<file path="src/rtl/io_pkg.sv">
// Shared types and constants for the Basic Computer I/O flag controller.
package io_pkg;

  localparam int BYTE_W = 8;

  // FGO powers up set: the printer is idle, so the CPU may issue OUT at once.
  localparam logic FGO_RST = 1'b1;

  typedef enum logic {
    IDLE = 1'b0,
    SEND = 1'b1
  } out_state_t;

endpackage

</file>
<file path="src/rtl/io_out_fsm.sv">
// Printer-side output sequencer: IDLE/SEND state, ack-timeout counter and
// timeout pulse. The parent decides when a start is legal.
module io_out_fsm
  import io_pkg::*;
#(
  parameter int TIMEOUT = 255,
  parameter int TO_W    = 8
) (
  input  logic clk,
  input  logic rst,
  input  logic start,
  input  logic prn_ack,
  output logic prn_valid,
  output logic done,
  output logic timeout
);

  localparam bit              TO_EN = (TIMEOUT != 0);
  localparam logic [TO_W-1:0] LAST  = TO_EN ? TO_W'(TIMEOUT - 1) : '0;

  out_state_t      state, state_n;
  logic [TO_W-1:0] cnt, cnt_n;
  logic            timeout_n;

  assign prn_valid = (state == SEND);

  always_comb begin
    // NOTE: every output of this block is defaulted first so no path
    // through the case statement can infer a latch.
    state_n   = state;
    cnt_n     = cnt;
    timeout_n = 1'b0;
    done      = 1'b0;
    case (state)
      IDLE: begin
        if (start) begin
          state_n = SEND;
          cnt_n   = '0;
        end
      end
      SEND: begin
        // An ack arriving on the expiry cycle still counts as a delivery.
        if (prn_ack) begin
          state_n = IDLE;
          done    = 1'b1;
        end else if (TO_EN && (cnt == LAST)) begin
          state_n   = IDLE;
          done      = 1'b1;
          timeout_n = 1'b1;
        end else if (TO_EN) begin
          cnt_n = cnt + TO_W'(1);
        end
      end
      default: state_n = IDLE;
    endcase
  end

  always_ff @(posedge clk) begin
    // NOTE: state registers use non-blocking assignments so every flop
    // samples pre-edge values regardless of statement order.
    if (rst) begin
      state   <= IDLE;
      cnt     <= '0;
      timeout <= 1'b0;
    end else begin
      state   <= state_n;
      cnt     <= cnt_n;
      timeout <= timeout_n;
    end
  end

endmodule

</file>
<file path="src/rtl/io_flag_controller.sv">
// Basic Computer I/O controller: INPR/OUTR, FGI/FGO/IEN flags, command
// decode and the printer handshake via io_out_fsm.
module io_flag_controller
  import io_pkg::*;
#(
  parameter int TIMEOUT = 255,
  parameter int TO_W    = 8
) (
  input  logic              clk,
  input  logic              rst,
  input  logic [BYTE_W-1:0] kbd_data,
  input  logic              kbd_valid,
  output logic              kbd_ready,
  output logic [BYTE_W-1:0] prn_data,
  output logic              prn_valid,
  input  logic              prn_ack,
  input  logic [BYTE_W-1:0] ac_low,
  input  logic              cmd_inp,
  input  logic              cmd_out,
  input  logic              cmd_ski,
  input  logic              cmd_sko,
  input  logic              cmd_ion,
  input  logic              cmd_iof,
  input  logic              cmd_intack,
  output logic [BYTE_W-1:0] inpr,
  output logic              fgi,
  output logic              fgo,
  output logic              ien,
  output logic              skip,
  output logic              intr_req,
  output logic              io_err,
  output logic              timeout
);

  logic [5:0]        cmds;
  logic              multi, legal;
  logic              kbd_load, out_start, out_busy_err, out_done;
  logic [BYTE_W-1:0] outr;

  // More than one strobe set: x & (x-1) is nonzero iff two or more bits are high.
  assign cmds  = {cmd_inp, cmd_out, cmd_ski, cmd_sko, cmd_ion, cmd_iof};
  assign multi = |(cmds & (cmds - 6'd1));
  assign legal = ~multi;

  assign kbd_ready    = ~fgi;
  assign kbd_load     = kbd_valid & ~fgi;
  assign out_start    = legal & cmd_out & ~prn_valid;
  assign out_busy_err = legal & cmd_out & prn_valid;

  assign prn_data = outr;
  assign skip     = (cmd_ski & fgi) | (cmd_sko & fgo);
  assign intr_req = ien & (fgi | fgo);

  io_out_fsm #(
    .TIMEOUT (TIMEOUT),
    .TO_W    (TO_W)
  ) u_out_fsm (
    .clk       (clk),
    .rst       (rst),
    .start     (out_start),
    .prn_ack   (prn_ack),
    .prn_valid (prn_valid),
    .done      (out_done),
    .timeout   (timeout)
  );

  always_ff @(posedge clk) begin
    if (rst) begin
      fgi    <= 1'b0;
      fgo    <= FGO_RST;
      ien    <= 1'b0;
      inpr   <= '0;
      outr   <= '0;
      io_err <= 1'b0;
    end else begin
      io_err <= multi | out_busy_err;

      // A keyboard byte landing in the same cycle as INP wins: FGI ends set.
      if (kbd_load) begin
        inpr <= kbd_data;
        fgi  <= 1'b1;
      end else if (legal && cmd_inp) begin
        fgi <= 1'b0;
      end

      // Start and done are mutually exclusive (IDLE vs SEND).
      if (out_start) begin
        outr <= ac_low;
        fgo  <= 1'b0;
      end else if (out_done) begin
        fgo <= 1'b1;
      end

      if (cmd_intack) begin
        ien <= 1'b0;
      end else if (legal && cmd_ion) begin
        ien <= 1'b1;
      end else if (legal && cmd_iof) begin
        ien <= 1'b0;
      end
    end
  end

endmodule
</file>
<file path="config.mk">
export PLATFORM = sky130hd
export DESIGN_NAME = io_flag_controller
export DESIGN_NICKNAME = d
export VERILOG_FILES = /design/src/rtl/io_pkg.sv /design/src/rtl/io_out_fsm.sv /design/src/rtl/io_flag_controller.sv
export SDC_FILE = /design/constraint.sdc
export NUM_CORES = 1
export LEC_CHECK = 0
export ABC_AREA = 1
export BUFFER_PORTS_ARGS = -buffer_cell sky130_fd_sc_hd__buf_2
export CORE_MARGIN = 5
export CORE_UTILIZATION = 44
export DETAILED_ROUTE_END_ITERATION = 7
export HOLD_SLACK_MARGIN = 0.03
export PLACE_DENSITY = 0.75
export RECOVER_POWER = 100
export SETUP_SLACK_MARGIN = 0.1
export SLEW_MARGIN = 20
export SYNTH_ARGS = -nofsm -noshare
export SYNTH_HDL_FRONTEND = slang
export SYNTH_SLANG_ARGS = --single-unit
</file>
<file path="constraint.sdc">
create_clock -name clk -period 1.2 [get_ports clk]
set_input_delay 0.12 -clock clk [delete_from_list [all_inputs] [get_ports clk]]
set_output_delay 0.12 -clock clk [all_outputs]
set_load 0.005 [all_outputs]
</file>
==> metrics.txt <==
status finished with violations; failing checks setup timing; fin nets between 300 and 400; DP Wirelength between 2 and 3 mm; core region area 0.00328 sq mm; H-tree depth 2; Setup CP Type reg -> reg; Final Max Tran Viols 0; routed len/inst around 14 um; GR Overflow Total 0; Power Density between 800 and 900 mW/mm^2; Hold Slack 0.0298 ns; Total Wirelength 4.64 mm; max incr delay on CP approximately 0.35 ns; CP Cell Sequence inv_2, ha_4, nand2_4, nor2_4, nand2_4, nand3b_4, buf_4, nand2_1, nand2_1, a21oi_2; first-pass GRT wire length approximately 6.5 mm; via count ~1600; most common cell after layout, fill and taps aside buf_2; Clock Tree Root clkbuf_4; CP max FO 5; CP required 1.48 ns; worst slew pin tran about 0.36 ns; Die Y ~68 um; DRC 0; xor/xnor share of the synthesized area 0%; Lkg Pwr 0.000969 uW; mux cell area share after synthesis 0%; largest family of logic cells by synthesized area simple AND/OR/NAND/NOR gates; # IOs 52; Final period util 114%; synth warn 0; Synth Area in Compound Gates ~13%; largest net degree at the start of global routing 14; top cell type's share of synthesized area between 40% and 50%; Worst Path Arrival 1.64 ns; Layout Utilization 67.8%; Final Critical Period approximately 1.4 ns; drt initial violations 90; Fmax achieved around 730 MHz; Port-buffer cells 51; via-per-instance ratio just over 5; vias in the first global route 1460; total power 1990 uW; CP Launch Type register; register area share after synthesis 41.2%; clock-pin transition on the worst setup and hold timing paths approximately 0.1 ns; row count 21; synthesized area per cell about 7.4 sq um; GRT Overall Usage about a fifth; Die W 67.6 um; initial antenna violation count 0; clk_skew approximately 0.014 ns; global placement routability congestion approximately 0.8; die area roughly 0.0046 sq mm; cell family with most CP delay simple AND/OR/NAND/NOR gates; Worst Path Buf+Inv 2; placed insts 304; Peak VDD IR approximately 0.68 mV; CP max stage cell dfxtp_2; slew margin rel. 76.3%; initial core utilization 44.4%; Clk Latency, worst-skew pair 0.34 ns; CTS tree yes; fin worst setup slack -0.163 ns; Max Cap Viol 0; CTS max path bufs 2; Hold Crit Class in -> reg; most frequent cells in the layout buf_2, nor2_1, nand2_1; drt pass-1 iters 4; Ant. Diodes 0; Synth Area in Adders roughly 1.7%; Synth-to-Final Area Change 52.6%; Post-Synthesis Cells 196; largest cells by area after synthesis dfxtp_1, nand2_1, nor2_1, a21oi_1, nand3b_1; CTS Sinks 30; CTS buffer count 5; Worst setup EP type register; post-synthesis cell type count 29; setup repair after global routing missed its margin yes; share of cells above drive strength 1 around 48%; Synth Cell Area between 0.001 and 0.0015 sq mm; Final ANT Viol Nets 0; Final Non-Filler Cells ~320; Synthesized Nets 225; cell taking the most area after synthesis dfxtp_1; Synth Register Bits 30; final hold viol count 0; Synth Area in Simple Gates ~38%; final setup fails 10
-- final timing paths --
path	startpoint	end	slack [ns]	cells after the start
max	u_out_fsm.cnt[0]	u_out_fsm.cnt[0]	-0.16	10
min	kbd_data[2]	inpr[2]	0.03	3
max reg2reg	u_out_fsm.cnt[0]	u_out_fsm.cnt[0]	-0.16	10
min reg2reg	prn_data[4]	prn_data[4]	0.47	2
-- synthesized netlist by cell type, drive strengths merged --
library cell,instances
nand3b,11
o21ai,13
buf,2
nand4,2
a21oi,19
a22o,1
o21a,1
ha,2
dfxtp,30
nor3b,2
nand3,10
nor3,2
nor2,38
nor4,1
or2,2
clkbuf,3
nand2,40
inv,17
-- sequential cells by signal (all words and copies together), names as in the netlist --
| signal | flops |
|---|---|
| u_out_fsm.cnt | 8 |
| fgo | 1 |
| u_out_fsm.timeout | 1 |
| ien | 1 |
| fgi | 1 |
| inpr | 8 |
| io_err | 1 |
| prn_data | 8 |
| u_out_fsm.prn_valid | 1 |
-- through the flow --
| step | setup slack [ns] | instance area [sq um] | TNS [ns] |
|---|---|---|---|
| 2_1_floorplan | -0.0288 | 1480 | -0.0288 |
| 3_3_place_gp | -0.0773 | 1880 | -0.558 |
| 3_5_place_dp | -0.138 | 1880 | -1.16 |
| 4_1_cts | -0.115 | 2050 | -0.626 |
| 5_1_grt | -0.210 | 2230 | -2.36 |
| 6_report | -0.163 | 2230 | -0.966 |
-- what timing repair did --
item                                   in CTS  in global routing
endpoints found under the hold margin       2                  0
gates resized for setup                    11                 44
hold buffers                                2                  0
setup endpoints to repair                  21                 23
pin swaps                                  11                 13
buffers inserted                            4                  3
cloned                                      2                  0
-- cell type report --
class | instances | area, sq um
fill | 282 | 1060
multi-input combinational | 146 | 968
sequential | 30 | 613
timing repair buffer | 76 | 465
inverter | 17 | 66.3
tap | 46 | 57.6
clock buffer | 7 | 55.1
-- report_power, final --
group          internal (uW)  leakage, uW  switching (uW)
registers               1030     0.000247            24.7
logic                    134     0.000691             158
clock network            276    0.0000314             366
total                   1440     0.000969             549
-- layer usage --
metal / global-route usage (%) / vias up / routed length, um / share of wire, %
li1: - / 808 / - / -
met1: 22.2 / 754 / 1800 / 39
met2: 32.7 / 56 / 2430 / 53
met3: 5.66 / 14 / 270 / 5.8
met4: 8.61 / 0 / 129 / 2.8
met5: 0 / - / 0 / 0
-- cells by family (layout without fill, tap and decap cells) --
logic type      count (synthesis)  after routing
compound gates                 34             34
buf+inv                        22            100
simple gates                  108            110
flops                          30             30
fa+ha+maj                       2              2
-- worst reg2reg max path, delay by kind of cell (launching register included) --
family | cells | cell delay (ns)
adders and majority gates | 1 | 0.16
DFF | 1 | 0.35
buffers and inverters | 2 | 0.20
AOI/OAI and AO/OA | 1 | 0.12
and+or+nand+nor | 6 | 0.45
Power figures use the tool's default switching activity.
